$ cat src/rtl/rgb_byte_receiver.sv
// Serial R,G,B byte collector with optional per-byte inversion and a one-deep
// output register under valid/ready; sof_i resynchronises to the R byte.
module rgb_byte_receiver #(
  parameter int CNT_W = 16
) (
  input  logic             clk_i,
  input  logic             rst_i,
  input  logic             en_i,
  input  logic [7:0]       byte_i,
  input  logic             byte_valid_i,
  input  logic             sof_i,
  output logic             byte_ready_o,
  output logic [7:0]       r_o,
  output logic [7:0]       g_o,
  output logic [7:0]       b_o,
  output logic             pix_valid_o,
  input  logic             pix_ready_i,
  output logic             sync_err_o,
  output logic [CNT_W-1:0] pix_cnt_o
);

  typedef enum logic [1:0] {S_R, S_G, S_B} state_t;

  state_t           r_state, w_state_nxt;
  logic [7:0]       r_hold_r, r_hold_g;
  logic [7:0]       r_r, r_g, r_b;
  logic             r_pix_valid, r_sync_err;
  logic [CNT_W-1:0] r_cnt;

  logic [7:0] w_byte;
  logic       w_accept, w_xfer;
  logic       w_ld_r, w_ld_g, w_ld_out, w_err;

  assign w_byte       = en_i ? (8'hFF - byte_i) : byte_i;
  // Only the B byte can stall: it needs the output register free or draining.
  assign byte_ready_o = (r_state != S_B) || !r_pix_valid || pix_ready_i;
  assign w_accept     = byte_valid_i && byte_ready_o;
  assign w_xfer       = r_pix_valid && pix_ready_i;

  always_ff @(posedge clk_i) begin
    if (rst_i) r_state <= S_R;
    else       r_state <= w_state_nxt;
  end

  always_comb begin
    w_state_nxt = r_state;
    w_ld_r      = 1'b0;
    w_ld_g      = 1'b0;
    w_ld_out    = 1'b0;
    w_err       = 1'b0;
    if (w_accept) begin
      if (sof_i) begin
        w_ld_r      = 1'b1;
        w_state_nxt = S_G;
        w_err       = (r_state != S_R);
      end else begin
        unique case (r_state)
          S_R: begin w_ld_r   = 1'b1; w_state_nxt = S_G; end
          S_G: begin w_ld_g   = 1'b1; w_state_nxt = S_B; end
          S_B: begin w_ld_out = 1'b1; w_state_nxt = S_R; end
          default: w_state_nxt = S_R;
        endcase
      end
    end
  end

  always_ff @(posedge clk_i) begin
    if (rst_i) begin
      r_hold_r    <= '0;
      r_hold_g    <= '0;
      r_r         <= '0;
      r_g         <= '0;
      r_b         <= '0;
      r_pix_valid <= 1'b0;
      r_sync_err  <= 1'b0;
      r_cnt       <= '0;
    end else begin
      if (w_ld_r) r_hold_r <= w_byte;
      if (w_ld_g) r_hold_g <= w_byte;
      if (w_ld_out) begin
        r_r <= r_hold_r;
        r_g <= r_hold_g;
        r_b <= w_byte;
      end
      r_pix_valid <= w_ld_out || (r_pix_valid && !pix_ready_i);
      r_sync_err  <= w_err;
      if (w_xfer) r_cnt <= r_cnt + CNT_W'(1);
    end
  end

  assign r_o         = r_r;
  assign g_o         = r_g;
  assign b_o         = r_b;
  assign pix_valid_o = r_pix_valid;
  assign sync_err_o  = r_sync_err;
  assign pix_cnt_o   = r_cnt;

endmodule

$ cat config.mk
export PLATFORM = sky130hd
export DESIGN_NAME = rgb_byte_receiver
export DESIGN_NICKNAME = d
export VERILOG_FILES = /design/src/rtl/rgb_byte_receiver.sv
export SDC_FILE = /design/constraint.sdc
export NUM_CORES = 1
export LEC_CHECK = 0
export BUFFER_PORTS_ARGS = -buffer_cell sky130_fd_sc_hd__buf_2
export CORE_UTILIZATION = 43
export CTS_CLUSTER_DIAMETER = 50
export DETAILED_ROUTE_END_ITERATION = 7
export GPL_ROUTABILITY_DRIVEN = 0
export HOLD_SLACK_MARGIN = 0.05
export PLACE_DENSITY_LB_ADDON = 0.25
export SLEW_MARGIN = 5
export SYNTH_ARGS = -nofsm -noshare
export SYNTH_HDL_FRONTEND = slang
export SYNTH_SLANG_ARGS = --single-unit
$ cat constraint.sdc
create_clock -name clk_i -period 1.65 [get_ports clk_i]
set_input_delay 0.165 -clock clk_i [delete_from_list [all_inputs] [get_ports clk_i]]
set_output_delay 0.165 -clock clk_i [all_outputs]
set_load 0.005 [all_outputs]
# Word level (Yosys, flattened, before mapping)
# Cells that the tools add are included.
dict set report word_totals {
  out_inout_bits 43
  word_cells 39
  inputBits 14
  register_bits 60
}
dict set report classes {
  muxes 12
  n_addsub 2
  n_bitwise 2
  n_eq_ne 3
  n_reduce_logical 11
}
# cell count
set op_table {}
lappend op_table {{$add A16 B1 Y16 const B} 1}
lappend op_table {{$mux W1} 9}
lappend op_table {{$mux W8} 1}
lappend op_table {{$sub A8 B8 Y8 const A} 1}
lappend op_table {{$pmux W2 S2} 1}
lappend op_table {{$logic_and A1 B1 Y1} 3}
lappend op_table {{$logic_or A1 B1 Y1} 3}
lappend op_table {{$reduce_or A3 Y1} 1}
lappend op_table {{$eq A2 B1 Y1 const B} 1}
lappend op_table {{$eq A2 B2 Y1 const B} 1}
lappend op_table {{$logic_not A1 Y1} 2}
lappend op_table {{$logic_not A2 Y1} 1}
lappend op_table {{$mux W2} 1}
lappend op_table {{$ne A2 B2 Y1 const B} 1}
lappend op_table {{$not A1 Y1} 2}
lappend op_table {{$reduce_bool A2 Y1} 1}

# Depth between registers and ports, before layout
dict set report depth {
  depth_word 6
  ltp_mapped 6
  ltp_nobuf 5
}

# Least setup slack after synthesis
# Ideal clock, no wire load.
dict set report synth_path {
  kind {reg-to-reg}
  startpoint {register r_pix_valid, in the netlist pix_valid_o}
  endpoint {register r_b[7], in the netlist b_o[7]}
  n_path_buf 2
  t_arrival_ns 1.249
  setup_slack_ns 0.271
  required_ns 1.520
  setup_time_ns 0.130
  synth_period_minus_slack_ns 1.379
  path_stages_with_launch 7
  path_cell_list {dfxtp_1 nand4bb_2 and3_1 buf_4 buf_6 nor2_2 nor3_2}
}
dict set report synth_via {
  elab_chain_len 5
}
# element line_no
set synth_lines {}
lappend synth_lines {{start, declared} 27} ;# logic r_pix_valid, r_sync_err;
lappend synth_lines {{start signal, assigned} 85} ;# r_pix_valid <= w_ld_out || (r_pix_valid && !pix_ready_i);
lappend synth_lines {{$logic_not A1 Y1} 36} ;# assign byte_ready_o = (r_state != S_B) || !r_pix_valid || pix_ready_i;
lappend synth_lines {{$logic_or A1 B1 Y1 (2 in a row)} 36}
lappend synth_lines {{via byte_ready_o} 12} ;# output logic byte_ready_o,
lappend synth_lines {{$logic_and A1 B1 Y1} 37} ;# assign w_accept = byte_valid_i && byte_ready_o;
lappend synth_lines {{$mux W1} 51} ;# if (w_accept) begin
lappend synth_lines {{end signal, assigned} 83} ;# r_b <= w_byte;
lappend synth_lines {{end, declared} 26} ;# logic [7:0] r_r, r_g, r_b;
# The timed path passes the listed nets, and every way through them passes these cells.
# A chain may end at the register's enable or synchronous reset.

# Worst setup path in the final report
dict set report layout_path {
  startpoint {register r_pix_valid, in the netlist pix_valid_o}
  endpoint {register r_cnt[15], in the netlist pix_cnt_o[15]}
}
dict set report layout_via {
  elab_chain_len 1
}
# element line_no
set layout_lines {}
lappend layout_lines {{$logic_and A1 B1 Y1} 38} ;# assign w_xfer = r_pix_valid && pix_ready_i;
lappend layout_lines {{end signal, assigned} 87} ;# if (w_xfer) r_cnt <= r_cnt + CNT_W'(1);
lappend layout_lines {{end, declared} 28} ;# logic [CNT_W-1:0] r_cnt;
# No other way between the ends.

==> reports/results.txt <==
The register share of total power is 0.500. The timing-limited maximum frequency was 660.3 MHz; the number of diodes was 0. The tools report the global-route track usage on met3 as 0.07500.

The root buffer cell was clkbuf_8. Counting along the longest clock path gives a buffer depth of 2. The later pin in the worst-skew pair is clocked with a latency of 0.34 ns. The die covers 5971 µm². The logs give 268 for the count of mapped cells out of synthesis and 0.6059 mV for the worst-case vdd ir drop.

The design draws 0.002980 W. The area fraction of the dominant cell type after synthesis is 0.4931, and the net switching share of the total power is 0.2245. By instance count, the leading cell after synthesis is dfxtp_1. For this design the ratio of total power to cell area is 980.3 nW/µm². The startpoint type of the worst setup path was a flop. The residual antenna-violating net count after detailed routing is 0, and the clock-pin slew of the registers on the worst-case setup and hold paths is 0.06 ns. Gates resized during post-CTS repair numbered 0. The CTS sink count came out at 60. The count of filler cells inserted in the layout was 541; the layout overhead on the synthesized area was 24.81%. The tools report the count of unresolved DRC violations after routing as 0. The tools report the source of the worst register-to-register timing path as pix_valid_o$_SDFF_PP0_. The post-synthesis async set-or-reset flop share came out at 0. Setup repair after global routing left no endpoint under its margin.

The first-pass GRT wire length was 8542 µm; the final count of hold timing violations was 0. The most critical setup path has its startpoint at pix_valid_o$_SDFF_PP0_. The multi-input combinational cells in the finished layout cover a total of 1159 µm². The tools report the register area share after synthesis as 0.4931. After global routing the overflow that remains totals 0. Maximum single-stage delay on the critical path: 0.51 ns. For this design the total switching power over the nets is 0.0006690 W. The first TritonRoute pass finished after 4 iterations. Detailed placement ended at an HPWL of 3386 µm.

The tools report the post-synthesis instance area as 2436 µm². The tools report the quantity of hold-fixing buffers added after cts as 0. For this run, the number of Yosys warnings is 0.

At the end of the flow, the number of nets in the layout was 344. In this run the most used layer during global routing was met2. CTS built an H-tree with a depth of 3. For the total negative slack, the log shows 0 ns. The category of the most critical setup path is flop to flop. In the synthesized netlist, the cells that appear most often are dfxtp_1 (60), nor2_1 (46), nand2_1 (37), a21oi_1 (22), mux2i_1 (16). TritonCTS built the clock tree.

Data on the critical path arrives at its endpoint at 1.74 ns. The die outline height works out to 77.27 µm. Yosys attributes the largest share of cell area to dfxtp_1 (49%), nor2_1 (7.1%), mux2i_1 (6.6%). The routed via count divided by cell count came out at 4.855.

The run finished with clean final reports. STA classifies the critical path endpoint as a flop. The most used flip-flop cell after synthesis is dfxtp_1. The relative contribution of combinational cells to total power is 0.052, and the wire length after detailed routing is 5043 µm.

The final count of pins violating max slew is 0, and the routed wire length per instance is 12.42 µm. The class of the tightest hold or removal check is primary input to flop. The startpoint identified for the worst hold timing path is byte_valid_i.

The number of DRC markers after the initial detailed-route iteration is 54. After the flow finishes, the layout carries non-filler instances totaling 406. The number of nets handed over by synthesis was 283. The fraction of layout instances using a drive strength above 1 is 0.2934. The average footprint of a synthesized cell was 9.090 µm²; the area of the core was 5473 µm². The logs give 0.4451 for the starting utilization of the core area and 0 for the number of max-cap violations. Largest net degree at the start of global routing: 26. Counting flops with a built-in enable in the synthesized netlist gives 0. For the number of post-CTS setup repair buffers, the log shows 0. The share of total power in the clock network is 0.448, and the quantity of I/O buffers inserted on ports is 56.

The number of placement rows came out at 27. For the pin with the worst max-slew slack, the measured transition is 0.4954 ns. In this run, placement finished with an instance count of 390. Met1 usage in global routing: 0.2194. For the final database, setup skew stands at 0.009297 ns. The unique cell type count in the Yosys netlist came out at 36.

The final route contains 1,971 vias. The overall die width was 77.27 µm. The run gives 1,899 as the via count of the first global-routing pass. The post-synthesis cell type with the largest combined area is dfxtp_1.

The run gives 57 as the total I/O pin count. The analysis attributes to cell leakage a power of 1.306 nW. The signal on the critical path passes through nand2_2 > nor3_4 > nand3_1 > mux2_1.

Slowest cell on the critical path: dfxtp_1. The tools report the global routing met2 resource utilization as 0.3044. The largest fanout on the critical path is 8, and the count of endpoints failing setup in the final report is 0.

The cell area reported after detailed placement is 2820 µm². The required time of the critical path was 1.88 ns. The final hold slack is 0.1225 ns, and the cell area after layout is 3040 µm². Total of flip-flops plus latches after synthesis: 60. The internal portion of the total power is 0.002311 W.

The area taken by flip-flops and latches was 1201 µm²; the total global-route track usage was 0.1874. The max-slew headroom at the worst pin came out at 0.6697. For the finished layout, the period the worst path requires is 1.514 ns.

Number of antenna violations at the first check in global routing: 0. The post-route clock period utilization was 0.9178; the number of buffers created by CTS was 9.
==> worst max-delay path, delay by kind of cell (launching register included) <==
family | cells | cell delay [ns]
flops | 1 | 0.51
simple gates | 3 | 0.59
mux | 1 | 0.32
==> metrics by stage <==
| step | util | setup WS, ns |
|---|---|---|
| 4_1_cts | 0.5524 | 0.1163 |
| 5_1_grt | 0.5556 | 0.009621 |
| 3_5_place_dp | 0.5153 | 0.1482 |
| 2_1_floorplan | - | 0.2709 |
| 3_3_place_gp | 0.5153 | 0.1719 |
| 6_report | 0.5556 | 0.1356 |
==> sequential cells by signal (all words and copies together), names as in the netlist <==
name and cells:
sync_err_o 1, pix_cnt_o 16, r_o 8, b_o 8, r_hold_r 8, pix_valid_o 1, g_o 8, r_state 2
r_hold_g 8
==> layout make-up <==
| cell class | instances | area share |
|---|---|---|
| flip-flops and latches | 60 | 0.3951 |
| clock buffers | 12 | 0.05103 |
| well taps | 72 | 0.02963 |
| clock inverters | 4 | 0.01564 |
| repair buffers | 65 | 0.1226 |
| inverters | 4 | 0.004938 |
| multi-input cells | 189 | 0.3811 |
==> kinds of logic (layout without fill, tap and decap cells) <==
family,Yosys count,count (layout),synth area share
compound gates,25,25,0.05239
xor+xnor,19,19,0.06831
fa+ha+maj,1,1,0.005135
buf+inv,19,85,0.04108
flops,60,60,0.4931
mux,18,18,0.07499
simple gates,126,126,0.2650
==> power groups by stage <==
stage	Clock (W)	Combinational, W	Sequential (W)
4_1_cts	0.00138	0.000159	0.00149
5_1_grt	0.00144	0.000176	0.00149
2_1_floorplan	0	0.000106	0.00152
3_5_place_dp	0	0.000158	0.00152
3_3_place_gp	0	0.000156	0.00152
6_report	0.00133	0.000156	0.00149
==> cell usage in the layout, fill, tap and decap left out, drive strengths merged, types with 3 or more instances in the layout <==
| master | n |
|---|---|
| clkbuf | 12 |
| nand3 | 9 |
| xnor2 | 9 |
| nand2 | 38 |
| dfxtp | 60 |
| nand4 | 3 |
| mux2i | 16 |
| nor4 | 4 |
| xor2 | 10 |
| nor2 | 50 |
| buf | 65 |
| inv | 4 |
| a21oi | 22 |
| nor3 | 12 |
==> layer usage <==
layer,up-vias,part of all wire
li1,1008,-
met1,907,0.46
met2,50,0.46
met3,6,0.059
met4,0,0.016
met5,-,0
==> worst paths after layout <==
kind         slack (ns)                    endpoint  cells past startpoint
min reg2reg        0.45         g_o[0]$_SDFFE_PP0P_                      2
max reg2reg        0.14  pix_cnt_o[15]$_SDFFE_PP0P_                      4
min                0.12       sync_err_o$_SDFF_PP0_                      3
max                0.14  pix_cnt_o[15]$_SDFFE_PP0P_                      4
(Power assumes the default switching activity.)
